### src/rtl/gpu_pkg.sv
`default_nettype none
// ============================================================================
//  Module      : gpu_pkg
//  Description : Shared VGA 640x480@60 timing constants, frame-buffer
//                geometry, scanout control bundle and swap-FSM encoding.
//  Revision    : 1.0 - initial release
// ============================================================================
package gpu_pkg;

  // Horizontal timing in pixel clocks
  localparam int H_ACTIVE = 640;
  localparam int H_FP     = 16;
  localparam int H_SYNC   = 96;
  localparam int H_BP     = 48;

  // Vertical timing in lines
  localparam int V_ACTIVE = 480;
  localparam int V_FP     = 10;
  localparam int V_SYNC   = 2;
  localparam int V_BP     = 33;

  // Source frame buffer, shown 2x2 pixel-doubled
  localparam int FB_W     = 320;
  localparam int FB_H     = 240;

  localparam int CNT_W    = 10;   // wide enough for 800 columns / 525 lines
  localparam int ADDR_W   = 17;   // wide enough for 320*240 addresses

  typedef enum logic [0:0] {
    SWAP_IDLE    = 1'b0,
    SWAP_PENDING = 1'b1
  } swap_state_t;

  // Timing-derived controls travelling alongside the pixel pipeline
  typedef struct packed {
    logic hsync;
    logic vsync;
    logic de;
    logic vblank;
    logic frame_start;
  } ctl_t;

  localparam ctl_t CTL_RESET = '{hsync: 1'b1, vsync: 1'b1, de: 1'b0,
                                 vblank: 1'b0, frame_start: 1'b0};

  // RGB332 to RGB444 by replicating the top bits into the spare LSBs
  function automatic logic [11:0] rgb332_to_444(input logic [7:0] d);
    return {d[7:5], d[7], d[4:2], d[4], d[1:0], d[1:0]};
  endfunction

endpackage
`default_nettype wire

### src/rtl/vga_timing.sv
`default_nettype none
// ============================================================================
//  Module      : vga_timing
//  Description : Free-running h/v raster counters with raw (unpipelined)
//                sync, display-enable, vblank and frame-start decode.
//  Revision    : 1.0 - initial release
// ============================================================================
module vga_timing #(
  parameter int H_ACTIVE = gpu_pkg::H_ACTIVE,
  parameter int H_FP     = gpu_pkg::H_FP,
  parameter int H_SYNC   = gpu_pkg::H_SYNC,
  parameter int H_BP     = gpu_pkg::H_BP,
  parameter int V_ACTIVE = gpu_pkg::V_ACTIVE,
  parameter int V_FP     = gpu_pkg::V_FP,
  parameter int V_SYNC   = gpu_pkg::V_SYNC,
  parameter int V_BP     = gpu_pkg::V_BP
) (
  input  logic       clk,
  input  logic       rst,
  output logic [9:0] h_o,
  output logic [9:0] v_o,
  output logic       line_end_o,
  output logic       frame_end_o,
  output logic       hsync_o,
  output logic       vsync_o,
  output logic       de_o,
  output logic       vblank_o,
  output logic       frame_start_o
);
  import gpu_pkg::*;

  localparam logic [CNT_W-1:0] H_LAST   = CNT_W'(H_ACTIVE + H_FP + H_SYNC + H_BP - 1);
  localparam logic [CNT_W-1:0] V_LAST   = CNT_W'(V_ACTIVE + V_FP + V_SYNC + V_BP - 1);
  localparam logic [CNT_W-1:0] H_ACT_L  = CNT_W'(H_ACTIVE);
  localparam logic [CNT_W-1:0] V_ACT_L  = CNT_W'(V_ACTIVE);
  localparam logic [CNT_W-1:0] HS_START = CNT_W'(H_ACTIVE + H_FP);
  localparam logic [CNT_W-1:0] HS_END   = CNT_W'(H_ACTIVE + H_FP + H_SYNC);
  localparam logic [CNT_W-1:0] VS_START = CNT_W'(V_ACTIVE + V_FP);
  localparam logic [CNT_W-1:0] VS_END   = CNT_W'(V_ACTIVE + V_FP + V_SYNC);

  logic [CNT_W-1:0] h_q, h_d;
  logic [CNT_W-1:0] v_q, v_d;
  logic             line_end;

  assign line_end = (h_q == H_LAST);

  // Next raster position: h every cycle, v on h wrap
  always_comb begin
    h_d = h_q + 1'b1;
    v_d = v_q;
    if (line_end) begin
      h_d = '0;
      v_d = (v_q == V_LAST) ? '0 : v_q + 1'b1;
    end
  end

  // Raster counter registers
  always_ff @(posedge clk) begin
    if (rst) begin
      h_q <= '0;
      v_q <= '0;
    end else begin
      h_q <= h_d;
      v_q <= v_d;
    end
  end

  assign h_o           = h_q;
  assign v_o           = v_q;
  assign line_end_o    = line_end;
  assign frame_end_o   = line_end && (v_q == V_LAST);
  assign hsync_o       = !((h_q >= HS_START) && (h_q < HS_END));
  assign vsync_o       = !((v_q >= VS_START) && (v_q < VS_END));
  assign de_o          = (h_q < H_ACT_L) && (v_q < V_ACT_L);
  assign vblank_o      = (v_q >= V_ACT_L);
  assign frame_start_o = (h_q == '0) && (v_q == '0);

endmodule
`default_nettype wire

### src/rtl/fb_scanout.sv
`default_nettype none
// ============================================================================
//  Module      : fb_scanout
//  Description : Scans a 320x240 RGB332 frame buffer out as 640x480 VGA with
//                2x2 pixel doubling, a 3-stage aligned pipeline and a
//                vblank-synchronised display-buffer swap handshake.
//  Revision    : 1.0 - initial release
// ============================================================================
module fb_scanout #(
  parameter int H_ACTIVE = gpu_pkg::H_ACTIVE,
  parameter int H_FP     = gpu_pkg::H_FP,
  parameter int H_SYNC   = gpu_pkg::H_SYNC,
  parameter int H_BP     = gpu_pkg::H_BP,
  parameter int V_ACTIVE = gpu_pkg::V_ACTIVE,
  parameter int V_FP     = gpu_pkg::V_FP,
  parameter int V_SYNC   = gpu_pkg::V_SYNC,
  parameter int V_BP     = gpu_pkg::V_BP,
  parameter int FB_W     = gpu_pkg::FB_W,
  parameter int FB_H     = gpu_pkg::FB_H
) (
  input  logic        clk,
  input  logic        rst,
  output logic [16:0] fb_rd_addr,
  output logic        fb_rd_en,
  input  logic [7:0]  fb_dout,
  output logic [3:0]  vga_r,
  output logic [3:0]  vga_g,
  output logic [3:0]  vga_b,
  output logic        hsync,
  output logic        vsync,
  output logic        de,
  output logic        frame_start,
  output logic        vblank,
  input  logic        swap_req,
  output logic        swap_ack,
  output logic        fb_sel
);
  import gpu_pkg::*;

  localparam logic [ADDR_W-1:0] ROW_STEP = ADDR_W'(FB_W);
  localparam logic [CNT_W-1:0]  FB_H_L   = CNT_W'(FB_H);

  logic [CNT_W-1:0]  h, v;
  logic              line_end, frame_end;
  logic              raw_hs, raw_vs, raw_de, raw_vb, raw_fs;
  ctl_t              ctl_raw, ctl_s1_q, ctl_s2_q, ctl_s3_q;

  logic [ADDR_W-1:0] base_q, base_d;
  logic [ADDR_W-1:0] addr_q, pix_addr;
  logic              en_q;
  logic [11:0]       col_q;

  swap_state_t       state_q, state_d;
  logic              sel_q, sel_d;
  logic              ack_q, ack_d;
  logic              armed_q, armed_d;
  logic              vblank_rise;

  vga_timing #(
    .H_ACTIVE (H_ACTIVE), .H_FP (H_FP), .H_SYNC (H_SYNC), .H_BP (H_BP),
    .V_ACTIVE (V_ACTIVE), .V_FP (V_FP), .V_SYNC (V_SYNC), .V_BP (V_BP)
  ) u_timing (
    .clk           (clk),
    .rst           (rst),
    .h_o           (h),
    .v_o           (v),
    .line_end_o    (line_end),
    .frame_end_o   (frame_end),
    .hsync_o       (raw_hs),
    .vsync_o       (raw_vs),
    .de_o          (raw_de),
    .vblank_o      (raw_vb),
    .frame_start_o (raw_fs)
  );

  assign ctl_raw = '{hsync: raw_hs, vsync: raw_vs, de: raw_de,
                     vblank: raw_vb, frame_start: raw_fs};

  // Row base = y*FB_W built by accumulation; advances after the second
  // (odd) copy of each source row so both doubled lines share one base.
  always_comb begin
    base_d = base_q;
    if (frame_end) begin
      base_d = '0;
    end else if (line_end && v[0] && ((v >> 1) < FB_H_L)) begin
      base_d = base_q + ROW_STEP;
    end
  end

  assign pix_addr = base_q + ADDR_W'(h >> 1);

  // Stage 1: fetch address/strobe; address holds outside the active area
  always_ff @(posedge clk) begin
    if (rst) begin
      base_q <= '0;
      addr_q <= '0;
      en_q   <= 1'b0;
    end else begin
      base_q <= base_d;
      en_q   <= ctl_raw.de;
      if (ctl_raw.de) begin
        addr_q <= pix_addr;
      end
    end
  end

  // Stages 1-3: delay timing controls to line up with the colour register
  always_ff @(posedge clk) begin
    if (rst) begin
      ctl_s1_q <= CTL_RESET;
      ctl_s2_q <= CTL_RESET;
      ctl_s3_q <= CTL_RESET;
    end else begin
      ctl_s1_q <= ctl_raw;
      ctl_s2_q <= ctl_s1_q;
      ctl_s3_q <= ctl_s2_q;
    end
  end

  // Stage 3: expand returned pixel; blank outside the active area
  always_ff @(posedge clk) begin
    if (rst) begin
      col_q <= '0;
    end else begin
      col_q <= ctl_s2_q.de ? rgb332_to_444(fb_dout) : 12'h000;
    end
  end

  // The output vblank goes high on the next cycle exactly when this holds
  assign vblank_rise = ctl_s2_q.vblank & ~ctl_s3_q.vblank;

  // Swap FSM next state: arm on request, complete at output vblank start;
  // a held request needs to drop once before it can arm again.
  always_comb begin
    state_d = state_q;
    sel_d   = sel_q;
    ack_d   = 1'b0;
    armed_d = armed_q;
    case (state_q)
      SWAP_IDLE: begin
        if (swap_req && armed_q) begin
          state_d = SWAP_PENDING;
        end
      end
      SWAP_PENDING: begin
        if (vblank_rise) begin
          state_d = SWAP_IDLE;
          sel_d   = ~sel_q;
          ack_d   = 1'b1;
        end
      end
      default: state_d = SWAP_IDLE;
    endcase
    if (ack_d) begin
      armed_d = 1'b0;
    end else if (!swap_req) begin
      armed_d = 1'b1;
    end
  end

  // Swap FSM registers; reset discards any pending request
  always_ff @(posedge clk) begin
    if (rst) begin
      state_q <= SWAP_IDLE;
      sel_q   <= 1'b0;
      ack_q   <= 1'b0;
      armed_q <= 1'b0;
    end else begin
      state_q <= state_d;
      sel_q   <= sel_d;
      ack_q   <= ack_d;
      armed_q <= armed_d;
    end
  end

  assign fb_rd_addr  = addr_q;
  assign fb_rd_en    = en_q;
  assign vga_r       = col_q[11:8];
  assign vga_g       = col_q[7:4];
  assign vga_b       = col_q[3:0];
  assign hsync       = ctl_s3_q.hsync;
  assign vsync       = ctl_s3_q.vsync;
  assign de          = ctl_s3_q.de;
  assign vblank      = ctl_s3_q.vblank;
  assign frame_start = ctl_s3_q.frame_start;
  assign swap_ack    = ack_q;
  assign fb_sel      = sel_q;

endmodule
`default_nettype wire
### config.mk
export PLATFORM = sky130hd
export DESIGN_NAME = fb_scanout
export DESIGN_NICKNAME = d
export VERILOG_FILES = /design/src/rtl/gpu_pkg.sv /design/src/rtl/vga_timing.sv /design/src/rtl/fb_scanout.sv
export SDC_FILE = /design/constraint.sdc
export NUM_CORES = 1
export LEC_CHECK = 0
export ABC_AREA = 1
export CAP_MARGIN = 30
export CORE_MARGIN = 5
export CORE_UTILIZATION = 60
export CTS_BUF_LIST = sky130_fd_sc_hd__clkbuf_8
export DETAILED_ROUTE_END_ITERATION = 10
export GPL_TIMING_DRIVEN = 0
export MAX_ROUTING_LAYER = met4
export PLACE_DENSITY = 0.87
export SLEW_MARGIN = 20
export SYNTH_ARGS = -nofsm -noshare
export SYNTH_HDL_FRONTEND = slang
export SYNTH_SLANG_ARGS = --single-unit
### constraint.sdc
create_clock -name clk -period 3.5 [get_ports clk]
set_input_delay 0.525 -clock clk [delete_from_list [all_inputs] [get_ports clk]]
set_output_delay 0.525 -clock clk [all_outputs]
set_load 0.02 [all_outputs]
==> summary.md <==
| Metric | Value |
|---|---|
| Data arrival at the endpoint of the critical path | `1400 ps` |
| Final setup violation count | `0` |
| Std-Cell Rows | `27` |
| Count of hold-fix buffers inserted at cts | `0` |
| Final cell count without fillers | `596` |
| Antenna violations before repair | `0` |
| Final worst path period need | `1924 ps` |
| Maximum net fanout on the critical path | `2` |
| Fin. max-slew vios | `0` |
| Post-route antenna net violation count | `0` |
| Post-CTS Setup Repair Bufs | `0` |
| Iter 0 DRT Violations | `253` |
| Cell count after synthesis | `461` |
| Fraction of the cycle the final worst path needs | `0.5498` |
| Result of the run | `finished clean` |
| Most frequent cells after synthesis | `109 x sky130_fd_sc_hd__nand2_1, 75 x sky130_fd_sc_hd__dfxtp_1, 67 x sky130_fd_sc_hd__nor2_1` |
| RD Place Congestion | `0.9209` |
| Share of cells above drive strength 1 | `0.09542` |
| P per Cell Area | `396.6 nW/um^2` |
| Mean area per synthesized cell | `between 7 and 8 um^2` |
| Syn Std Cell Area | `~3400 um^2` |
| Global-route wire length before repair | `13960 um` |
| Most frequently used flop master after synthesis | `sky130_fd_sc_hd__dfxtp_1` |
| Total area of multi-input combinational cells | `1572 um^2` |
| Capturing element type of the critical path | `primary output` |
| Max-cap viol count | `0` |
| Kind of start point of the critical path | `flop` |
| Headroom to the max-slew limit | `0.6158` |
| Vias per inst | `5.195` |
| HPWL after detailed placement | `approximately 5800 um` |
| Critical path required time | `approximately 3000 ps` |
| Antenna diode count | `0` |
| Category of the most critical setup path | `reg2out` |
| Number of iterations in the first detailed-routing pass | `5` |
| Post-synthesis net count | `482` |
| CTS tree | `done` |
| Clk sinks | `75` |
| RSZ-0062 raised after global routing | `false` |
| Pin count of the biggest net entering global routing | `16` |
| DRC violation count after routing | `0` |
| Number of enable flip-flop cells after synthesis | `0` |
| PnR Total Power | `1.655 mW` |
| Average wire length per cell after detail routing | `13.71 um` |
| Total number of vias | `approximately 3100` |
| Synth area leaders | `sky130_fd_sc_hd__dfxtp_1 44%, sky130_fd_sc_hd__nand2_1 12%, sky130_fd_sc_hd__nor2_1 7.4%, sky130_fd_sc_hd__inv_1 6.2%, sky130_fd_sc_hd__a21oi_1 5.0%` |
| Layout filler cell count | `399` |
| Core area | `5507 um^2` |
| Starting density of the core | `0.6183` |
| Global route total overflow | `0` |
| Actual slew at the worst max-slew pin | `576.3 ps` |
| Post-synthesis sequential area ratio | `0.4410` |
| Cell accounting for the most synthesized area | `sky130_fd_sc_hd__dfxtp_1` |
| Number of gates resized after cts | `0` |
| Yosys cell types | `36` |
| Synthesized flop and latch total | `between 70 and 80` |
| Clock root buffer | `sky130_fd_sc_hd__clkbuf_8` |
| Final sum of negative setup slack | `0 ps` |
| Die extent in x | `85.33 um` |
| Maximum clock frequency | `0.5197 GHz` |
| PortBufs | `47` |
| Number of cells in the design after placement | `580` |
| Cts bufs inserted | `9` |
| H-tree depth | `3` |
| Die Footprint | `7280 um^2` |
| Final hold violations | `0` |
| Share of synthesized registers carrying an async set or reset | `0` |
| Number of buffers on the longest clock path | `2` |
| Net total in the final layout | `540` |
| Cell leakage power | `1.749 nW` |
| Min-Delay Path Class | `reg2reg` |
| Synth Warn # | `0` |
| Vert. Die Dim | `85.33 um` |
| Register Area | `1501 um^2` |
| Tot GR Track Use | `0.2484` |
| Clock latency on the worst-skew pair | `360 ps` |
| Layout-stage area growth over the synthesis result | `22.57%` |
| Fin Clk Skew | `10.05 ps` |
| Peak ir drop on the vdd network | `262.7 uV` |
| Routed Wire Length | `between 8000 and 9000 um` |
| Most numerous cell in the Yosys netlist | `sky130_fd_sc_hd__nand2_1` |
| Portion of synthesized cell area occupied by the leading cell type | `0.4410` |
| Clk slew on worst S/H paths | `90 ps` |
| Number of global-route vias before repair | `3107` |
| I/O pin total | `48` |
## per-stage QoR
stage / hold slack, ps / instance area (um^2) / worst slack [ps] / utilization
2_1_floorplan: 388.3 / 3405 / 1872 / -
5_1_grt: 437.0 / 4173 / 1347 / 0.7578
4_1_cts: 414.6 / 4173 / 1561 / 0.7578
3_5_place_dp: 396.4 / 3965 / 1222 / 0.7201
3_3_place_gp: 391.3 / 3965 / 1361 / 0.7201
6_report: 411.9 / 4173 / 1576 / 0.7578
## logic make-up (layout without fill, tap and decap cells)
kind of cell	Yosys count	after routing	share of synthesized area
AOI/OAI and AO/OA	57	57	0.08857
xor gates and xnor gates	14	14	0.03601
and+or+nand+nor	230	230	0.2981
adders and majority gates	10	10	0.03896
DFF	75	75	0.4410
buffers and inverters	75	138	0.09739
## cell usage in the layout (no fill, tap or decap), types with 2 or more instances in the layout
master                            instances
sky130_fd_sc_hd__nand3_1                 19
sky130_fd_sc_hd__nand4_1                  8
sky130_fd_sc_hd__ha_1                     9
sky130_fd_sc_hd__clkbuf_1                 4
sky130_fd_sc_hd__nor2_1                  67
sky130_fd_sc_hd__inv_1                   56
sky130_fd_sc_hd__inv_2                    4
sky130_fd_sc_hd__inv_6                    2
sky130_fd_sc_hd__nor2_4                   2
sky130_fd_sc_hd__o2111ai_1                2
sky130_fd_sc_hd__xnor2_1                  4
sky130_fd_sc_hd__clkinv_4                 4
sky130_fd_sc_hd__buf_6                    3
sky130_fd_sc_hd__nand2_1                109
sky130_fd_sc_hd__nor3_1                   5
sky130_fd_sc_hd__clkdlybuf4s50_1         47
sky130_fd_sc_hd__nand2_4                  4
sky130_fd_sc_hd__a21oi_1                 34
sky130_fd_sc_hd__nand2_2                  2
sky130_fd_sc_hd__or2_2                    6
sky130_fd_sc_hd__buf_4                    4
sky130_fd_sc_hd__xor2_1                  10
sky130_fd_sc_hd__nor2_2                   2
sky130_fd_sc_hd__dfxtp_1                 75
sky130_fd_sc_hd__clkbuf_8                 9
sky130_fd_sc_hd__o21ai_0                 17
## critical path, cell delays in order (launching register included)
cell	delay (ps)
sky130_fd_sc_hd__dfxtp_1	350
sky130_fd_sc_hd__buf_4	100
sky130_fd_sc_hd__clkdlybuf4s50_1	590
## path summary, 6_finish.rpt
kind | from | endpoint | slack, ps | cells after the start
setup / recovery | col_q[8] | vga_r[3] | 1580 | 2
hold / removal | ctl_s2_q[0] | frame_start | 410 | 2
setup reg to reg | u_timing.h_o[7] | fb_rd_addr[16] | 1650 | 11
hold reg to reg | ctl_s2_q[0] | frame_start | 410 | 2
## routing by layer
| metal | up-vias | global-route usage | wire [um] |
|---|---|---|---|
| met2 | 116 | 0.4287 | 4195 |
| met5 | - | - | 0 |
| met3 | 20 | 0.05922 | 556 |
| li1 | 1557 | - | - |
| met1 | 1403 | 0.2605 | 3213 |
| met4 | 0 | 0.1324 | 207 |
## registers in the layout, summed over array words and instances (netlist names), 5 cells and up
name          cells
base_q           11
fb_rd_addr       17
u_timing.v_o     10
u_timing.h_o     10
col_q             8
ctl_s2_q          5
ctl_s1_q          5
## final cells by class
class | count | share of cell area
clock buffers | 9 | 0.02969
repair buffers | 47 | 0.1127
well taps | 72 | 0.02159
clock inverters | 7 | 0.02009
flip-flops and latches | 75 | 0.3598
inverters | 62 | 0.05817
plain buffers | 13 | 0.02129
multi-input cells | 311 | 0.3766
## where the power goes
part           switching [mW]  leakage [nW]  internal [mW]  total [mW]
registers             0.00873         0.608          0.866       0.875
logic                  0.0443          1.04         0.0366      0.0809
clock network           0.358         0.102          0.341       0.699
No activity file was read; power rests on OpenSTA's default activity.
